==> src/rtl/alu_seq_if.sv <==
// alu_seq handshake and operand/result bus.
// master = issuing controller, slave = alu_seq.
interface alu_seq_if #(
  parameter int DATA_WIDTH  = 16,
  parameter int SHAMT_WIDTH = 4
);
  logic                   start;
  logic [DATA_WIDTH-1:0]  a;
  logic [DATA_WIDTH-1:0]  b;
  logic [SHAMT_WIDTH-1:0] x;
  logic [3:0]             opcode;
  logic                   busy;
  logic                   done;
  logic [DATA_WIDTH-1:0]  alu_out;
  logic [7:0]             flags_out;

  modport master (
    output start, a, b, x, opcode,
    input  busy, done, alu_out, flags_out
  );

  modport slave (
    input  start, a, b, x, opcode,
    output busy, done, alu_out, flags_out
  );
endinterface

==> src/rtl/alu_seq.sv <==
// Registered multi-cycle ALU with bit-serial shifts/rotates.
// START/BUSY/DONE handshake, signed status flags.
module alu_seq #(
  parameter int DATA_WIDTH  = 16,
  parameter int SHAMT_WIDTH = 4
) (
  input  logic      clk,
  input  logic      rst,
  alu_seq_if.slave  bus
);

  localparam int MSB = DATA_WIDTH - 1;

  localparam logic [1:0] IDLE   = 2'd0;
  localparam logic [1:0] SHIFT  = 2'd1;
  localparam logic [1:0] FINISH = 2'd2;

  localparam logic [3:0] OP_SRA = 4'b0011;
  localparam logic [3:0] OP_AND = 4'b0100;
  localparam logic [3:0] OP_OR  = 4'b0101;
  localparam logic [3:0] OP_XOR = 4'b0110;
  localparam logic [3:0] OP_NOT = 4'b0111;
  localparam logic [3:0] OP_INC = 4'b1000;
  localparam logic [3:0] OP_DEC = 4'b1001;
  localparam logic [3:0] OP_ADD = 4'b1010;
  localparam logic [3:0] OP_SUB = 4'b1011;
  localparam logic [3:0] OP_SHL = 4'b1100;
  localparam logic [3:0] OP_SHR = 4'b1101;
  localparam logic [3:0] OP_ROL = 4'b1110;
  localparam logic [3:0] OP_ROR = 4'b1111;

  logic [1:0]             state;
  logic [3:0]             op_q;
  logic [MSB:0]           a_q;
  logic [MSB:0]           b_q;
  logic [MSB:0]           work;
  logic [SHAMT_WIDTH-1:0] cnt;
  logic                   busy_q;
  logic                   done_q;
  logic [MSB:0]           out_q;
  logic [7:0]             flags_q;

  logic                   in_shift;
  logic [MSB:0]           step;
  logic [MSB:0]           res;
  logic [MSB:0]           sum;
  logic                   ov;
  logic [7:0]             flags_d;

  assign bus.busy      = busy_q;
  assign bus.done      = done_q;
  assign bus.alu_out   = out_q;
  assign bus.flags_out = flags_q;

  // Ops that run through the serial work register.
  assign in_shift = (bus.opcode[3:2] == 2'b11) ||
                    (bus.opcode == OP_SRA);

  // One-bit step applied to the work register per SHIFT cycle.
  always_comb begin
    step = work;
    case (op_q)
      OP_SHL:  step = {work[MSB-1:0], 1'b0};
      OP_SHR:  step = {1'b0, work[MSB:1]};
      OP_ROL:  step = {work[MSB-1:0], work[MSB]};
      OP_ROR:  step = {work[0], work[MSB:1]};
      OP_SRA:  step = {work[MSB], work[MSB:1]};
      default: step = work;
    endcase
  end

  // Final result and signed overflow from the latched operands.
  always_comb begin
    res = a_q;
    sum = '0;
    ov  = 1'b0;
    case (op_q)
      OP_AND: res = a_q & b_q;
      OP_OR:  res = a_q | b_q;
      OP_XOR: res = a_q ^ b_q;
      OP_NOT: res = ~a_q;
      OP_INC: begin
        sum = a_q + DATA_WIDTH'(1);
        res = sum;
        ov  = !a_q[MSB] && sum[MSB];
      end
      OP_DEC: begin
        sum = a_q - DATA_WIDTH'(1);
        res = sum;
        ov  = a_q[MSB] && !sum[MSB];
      end
      OP_ADD: begin
        sum = a_q + b_q;
        res = sum;
        ov  = (a_q[MSB] == b_q[MSB]) &&
              (sum[MSB] != a_q[MSB]);
      end
      OP_SUB: begin
        sum = a_q - b_q;
        res = sum;
        ov  = (a_q[MSB] != b_q[MSB]) &&
              (sum[MSB] != a_q[MSB]);
      end
      OP_SHL, OP_SHR,
      OP_ROL, OP_ROR,
      OP_SRA: res = work;
      default: res = a_q;
    endcase
  end

  // Status flags on the signed result.
  always_comb begin
    flags_d    = 8'h00;
    flags_d[0] = (res == '0);
    flags_d[1] = (res != '0);
    flags_d[2] = (res == DATA_WIDTH'(1));
    flags_d[3] = res[MSB];
    flags_d[4] = !res[MSB] && (res != '0);
    flags_d[5] = res[MSB] || (res == '0);
    flags_d[6] = !res[MSB];
    flags_d[7] = ov;
  end

  // Control FSM; BUSY covers the DONE cycle, so the next
  // accept happens the cycle after DONE.
  always_ff @(posedge clk or posedge rst) begin
    if (rst) begin
      state   <= IDLE;
      op_q    <= '0;
      a_q     <= '0;
      b_q     <= '0;
      work    <= '0;
      cnt     <= '0;
      busy_q  <= 1'b0;
      done_q  <= 1'b0;
      out_q   <= '0;
      flags_q <= 8'h00;
    end else begin
      case (state)
        IDLE: begin
          done_q <= 1'b0;
          if (busy_q) begin
            busy_q <= 1'b0;
          end else if (bus.start) begin
            op_q   <= bus.opcode;
            a_q    <= bus.a;
            b_q    <= bus.b;
            work   <= bus.a;
            cnt    <= bus.x;
            busy_q <= 1'b1;
            if (in_shift && (bus.x != '0))
              state <= SHIFT;
            else
              state <= FINISH;
          end
        end
        SHIFT: begin
          work <= step;
          cnt  <= cnt - SHAMT_WIDTH'(1);
          if (cnt == SHAMT_WIDTH'(1))
            state <= FINISH;
        end
        FINISH: begin
          out_q   <= res;
          flags_q <= flags_d;
          done_q  <= 1'b1;
          state   <= IDLE;
        end
        default: state <= IDLE;
      endcase
    end
  end

endmodule
==> src/flat_wrapper.sv <==
// flat-port wrapper written by rule: the top's interface ports become plain ports
module alu_seq_flat 
#(
  parameter int DATA_WIDTH  = 16,
  parameter int SHAMT_WIDTH = 4
)
  (clk, rst, bus_start, bus_a, bus_b, bus_x, bus_opcode, bus_busy, bus_done, bus_alu_out, bus_flags_out);
  alu_seq_if #(.DATA_WIDTH(DATA_WIDTH), .SHAMT_WIDTH(SHAMT_WIDTH)) bus_i ();
  input  logic clk;
  input  logic rst;
  input wire logic [$bits(bus_i.start)-1:0] bus_start;
  input wire logic [$bits(bus_i.a)-1:0] bus_a;
  input wire logic [$bits(bus_i.b)-1:0] bus_b;
  input wire logic [$bits(bus_i.x)-1:0] bus_x;
  input wire logic [$bits(bus_i.opcode)-1:0] bus_opcode;
  output wire logic [$bits(bus_i.busy)-1:0] bus_busy;
  output wire logic [$bits(bus_i.done)-1:0] bus_done;
  output wire logic [$bits(bus_i.alu_out)-1:0] bus_alu_out;
  output wire logic [$bits(bus_i.flags_out)-1:0] bus_flags_out;
  assign bus_i.start = bus_start;
  assign bus_i.a = bus_a;
  assign bus_i.b = bus_b;
  assign bus_i.x = bus_x;
  assign bus_i.opcode = bus_opcode;
  assign bus_busy = bus_i.busy;
  assign bus_done = bus_i.done;
  assign bus_alu_out = bus_i.alu_out;
  assign bus_flags_out = bus_i.flags_out;
  alu_seq #(.DATA_WIDTH(DATA_WIDTH), .SHAMT_WIDTH(SHAMT_WIDTH)) u_core (.clk(clk), .rst(rst), .bus(bus_i));
endmodule
==> config.mk <==
export PLATFORM = sky130hd
export DESIGN_NAME = alu_seq_flat
export DESIGN_NICKNAME = d
export VERILOG_FILES = /design/src/rtl/alu_seq_if.sv /design/src/rtl/alu_seq.sv /design/src/flat_wrapper.sv
export SDC_FILE = /design/constraint.sdc
export NUM_CORES = 1
export LEC_CHECK = 0
export ABC_AREA = 1
export BUFFER_PORTS_ARGS = -buffer_cell sky130_fd_sc_hd__buf_2
export CORE_MARGIN = 2
export CORE_UTILIZATION = 40
export DETAILED_ROUTE_END_ITERATION = 16
export SLEW_MARGIN = 20
export SYNTH_ARGS = -nofsm -noshare
export SYNTH_HDL_FRONTEND = slang
export SYNTH_SLANG_ARGS = --single-unit
==> constraint.sdc <==
create_clock -name clk -period 5.4 [get_ports clk]
set_input_delay 0.27 -clock clk [delete_from_list [all_inputs] [get_ports clk]]
set_output_delay 0.27 -clock clk [all_outputs]
set_load 0.02 [all_outputs]
==> results.py <==
metrics = {
    "drt": {
        "drt.antenna.violating_nets": 0,
        "vias": 8273,
        "first_pass_iters": 5,
        "routed_via_density": 5.411,
        "drt_iter0_drc": 880,
        "routed_wl_mm": 26.99,
        "routedWlPerCell_um": 17.65,
        "drcViolationCount": 0,
    },
    "synthesis": {
        "avgSynthCellArea_sq_um": 6.062,
        "synth_nets": 1351,
        "synthFlopType": "dfrtp_1",
        "synth_top_area_share_pct": 27.37,
        "syn_inst": 1252,
        "synth_edf_count": 0,
        "synthArstFlopShare_pct": 100.0,
        "synth.distinct_cells": 37,
        "synth_area_leaders": "dfrtp_1, nand2_1, ha_1",
        "synth_top_area_cell": "dfrtp_1",
        "netlist_area_sq_um": 7590,
        "yosysWarnings": 0,
        "seq_area_frac_synth_pct": 27.37,
        "synth_seq_cells": 83,
    },
    "timing": {
        "fin_setup_tns_ns": 0,
        "max_slew_margin_pct": 33.80,
        "min_period_over_period_pct": 59.83,
        "hold_viol_final": 1,
        "slew_viol_final": 0,
        "rsz0062_at_grt": "false",
        "fin_worst_skew_ns": 0.01398,
        "worstMarginPinSlew_ns": 0.9893,
        "setup_viol": 0,
        "min_period_ns": 3.231,
        "fin_ws_ns": 2.169,
        "whs_ns": -0.0004215,
        "max_freq_mhz": 309.5,
    },
    "setup_path": {
        "path_buf_inv": 1,
        "arrival_ns": 3.48,
        "rr_endpoint": "u_core.bus.flags_out[4]$_DFFE_PP0P_",
        "path_max_fanout": 10,
        "path_class": "reg2reg",
        "ff2ff_path_depth": 17,
        "crit_required_ns": 5.65,
        "critPathMaxStageDelay_ns": 0.61,
        "regToRegStartpoint": "u_core.a_q[4]$_DFFE_PP0P_",
        "reg2reg_slack_ns": 2.17,
        "cpMostUsedCell": "nand2_1",
        "critPathSlowestCell": "dfrtp_1",
        "startpoint_type": "flip-flop",
        "critPathTopFamily": "simple AND/OR/NAND/NOR gates",
        "crit_chain": "inv_1, ha_1, nand2_1, nor2_1, nand3_1, nand2_1, nand2_1, nand3_1, nand2_1, nor2_1, nand2_1, nand2_2, nand2_1, nor2_1, nand3_2, nand3_1, nand2_1",
        "critPathCaptureType": "flip-flop",
    },
    "clocking": {
        "clkTransAtPathRegs_ns": 0.08,
        "cts_tree": "done",
        "cts_made_buffers": 9,
        "cts_resized": 0,
        "clk_latency_ns": 0.37,
        "clockBufferDepth": 2,
        "cts_root_buffer": "clkbuf_16",
        "htree_num_levels": 3,
        "postCtsSetupRepairBufs": 0,
        "cts_hold_buf": 0,
        "clkSinkCount": 83,
    },
    "placed_design": {
        "dpl-instance-area_sq_um": 8074,
        "portBuffers": 68,
        "pre_cts_ws_ns": 2.256,
        "place_hpwl_mm": 20.82,
        "gp_congestion": 0.9628,
    },
    "power_and_ir_drop": {
        "p_leak_uw": 0.004452,
        "vdd_ir_drop_max_v": 0.0002305,
        "p_per_area_nw_per_um2": 759.5,
        "p_total_uw": 6379,
    },
    "final_layout": {
        "syn_to_final_growth_pct": 10.67,
        "regArea_sq_um": 2077,
        "nNetsFinal": 1389,
        "antenna_cells": 0,
        "stdcell_area_sq_um": 8399,
        "drive_gt1_share_pct": 8.108,
        "multiInputGateArea_sq_um": 4661,
        "fillCellCount": 2076,
    },
    "run": {
        "maxCapViolations": 0,
    },
    "global_routing": {
        "grt_overflow": 0,
        "grt_pass1_wl_mm": 42.45,
        "antenna_found_initial": 0,
        "grt_max_degree": 75,
        "track_usage_pct": 27.49,
        "grt_pass1_vias": 7679,
    },
    "floorplan": {
        "ioPinCount": 69,
        "die_y_um": 141.7,
        "core-area_sq_um": 18640,
        "start_util_pct": 40.71,
        "num_rows": 50,
        "die_w_um": 141.7,
        "dieArea_sq_um": 20090,
    },
    "status": {
        "outcome": "finished, violations left",
        "violations": "negative hold slack",
    },
    "worst_hold_path": {
        "hold_class": "in2async",
    },
}
where the power goes:
part / total (uW) / switching [uW] / internal, uW
logic: 4410 / 3130 / 1280
clock network: 714 / 303 / 410
registers: 1260 / 337 / 918
metal layers:
layer	track usage (%)	routed length [um]	vias up
met3	5.265	2184	52
met2	41.11	11550	371
met5	0	0	-
li1	-	-	4050
met1	38.93	12260	3800
met4	11.37	990	0
worst max path at each step:
| stage | start | end | slack, ns | cells past startpoint |
|---|---|---|---|---|
| after CTS | u_core.a_q[3]$_DFFE_PP0P_ | u_core.bus.flags_out[4]$_DFFE_PP0P_ | 2.23 | 17 |
| final | u_core.a_q[4]$_DFFE_PP0P_ | u_core.bus.flags_out[4]$_DFFE_PP0P_ | 2.17 | 17 |
| after floorplan | u_core.a_q[9]$_DFFE_PP0P_ | u_core.bus.flags_out[4]$_DFFE_PP0P_ | 2.87 | 19 |
| after detailed placement | u_core.a_q[3]$_DFFE_PP0P_ | u_core.bus.flags_out[4]$_DFFE_PP0P_ | 2.26 | 17 |
| after global placement | u_core.a_q[2]$_DFFE_PP0P_ | u_core.bus.flags_out[4]$_DFFE_PP0P_ | 2.30 | 15 |
| after global routing | u_core.a_q[3]$_DFFE_PP0P_ | u_core.bus.flags_out[4]$_DFFE_PP0P_ | 1.91 | 20 |
cell type report:
type,instances,share of cell area [%]
clock buffers,9,2.681
clock inverters,7,1.192
inverters,169,7.567
multi-input cells,950,55.49
flip-flops and latches,83,24.73
well taps,234,3.486
repair buffers,77,4.856
cells in the mapped netlist, types with 4 or more instances:
cell      number
dfrtp_1       83
nand4_1       11
nand2_2        4
xor2_1         6
o21bai_1       4
ha_1          54
inv_1        167
clkbuf_1      23
nand3_1      123
o21ai_0       76
buf_2         20
nor3_1         7
o211ai_1      19
a21oi_1       85
nor2_1       172
nand2_1      366
cells in the final DEF, fill, tap and decap left out, types with 2 or more instances in the layout:
cell        netlist  routed
a21oi_1          85      85
a31oi_1           2       2
buf_2            20      68
buf_4             2       9
bufinv_16         0       2
clkbuf_16         0       9
clkinv_2          0       2
clkinvlp_4        0       2
dfrtp_1          83      83
fa_1              2       2
ha_1             54      54
inv_1           167     166
nand2_1         366     366
nand2_2           4       4
nand3_1         123     122
nand3_2           1       2
nand4_1          11      11
nor2_1          172     172
nor2_2            2       2
nor3_1            7       7
nor4_1            2       2
o211ai_1         19      19
o21ai_0          76      76
o21bai_1          4       4
o22ai_1           3       3
or2_2             2       2
xor2_1            6       6
flip-flops by register name, summed over array words and instances (netlist names):
| name | flops |
|---|---|
| u_core.op_q | 4 |
| u_core.bus.alu_out | 15 |
| u_core.bus.done | 1 |
| u_core.b_q | 16 |
| u_core.state | 2 |
| u_core.work | 16 |
| u_core.a_q | 16 |
| u_core.bus.busy | 1 |
| u_core.bus.flags_out | 8 |
| u_core.cnt | 4 |
per-stage QoR:
step | util, % | std cells
final | 45.05 | 1529
after global routing | 45.05 | 1529
after CTS | 45.05 | 1529
after detailed placement | 43.31 | 1513
after global placement | 43.31 | 1513
after floorplan | - | 1252
cell families (layout without fill, tap and decap cells):
group | Yosys count | in the layout | share of synthesized area [%]
and+or+nand+nor | 693 | 693 | 37.31
AOI/OAI and AO/OA | 195 | 195 | 13.91
xor gates and xnor gates | 6 | 6 | 0.6924
buffers and inverters | 219 | 262 | 11.29
adders and majority gates | 56 | 56 | 9.430
DFF | 83 | 83 | 27.37
worst register-to-register path: cells and delay by family (launching register included):
kind | cells | cell delay, ns
AND/OR/NAND/NOR | 15 | 1.77
flip-flops | 1 | 0.61
buffers and inverters | 1 | 0.23
adder cells (fa/ha/maj) | 1 | 0.51
Note: power is estimated with default switching activity, not from simulation.
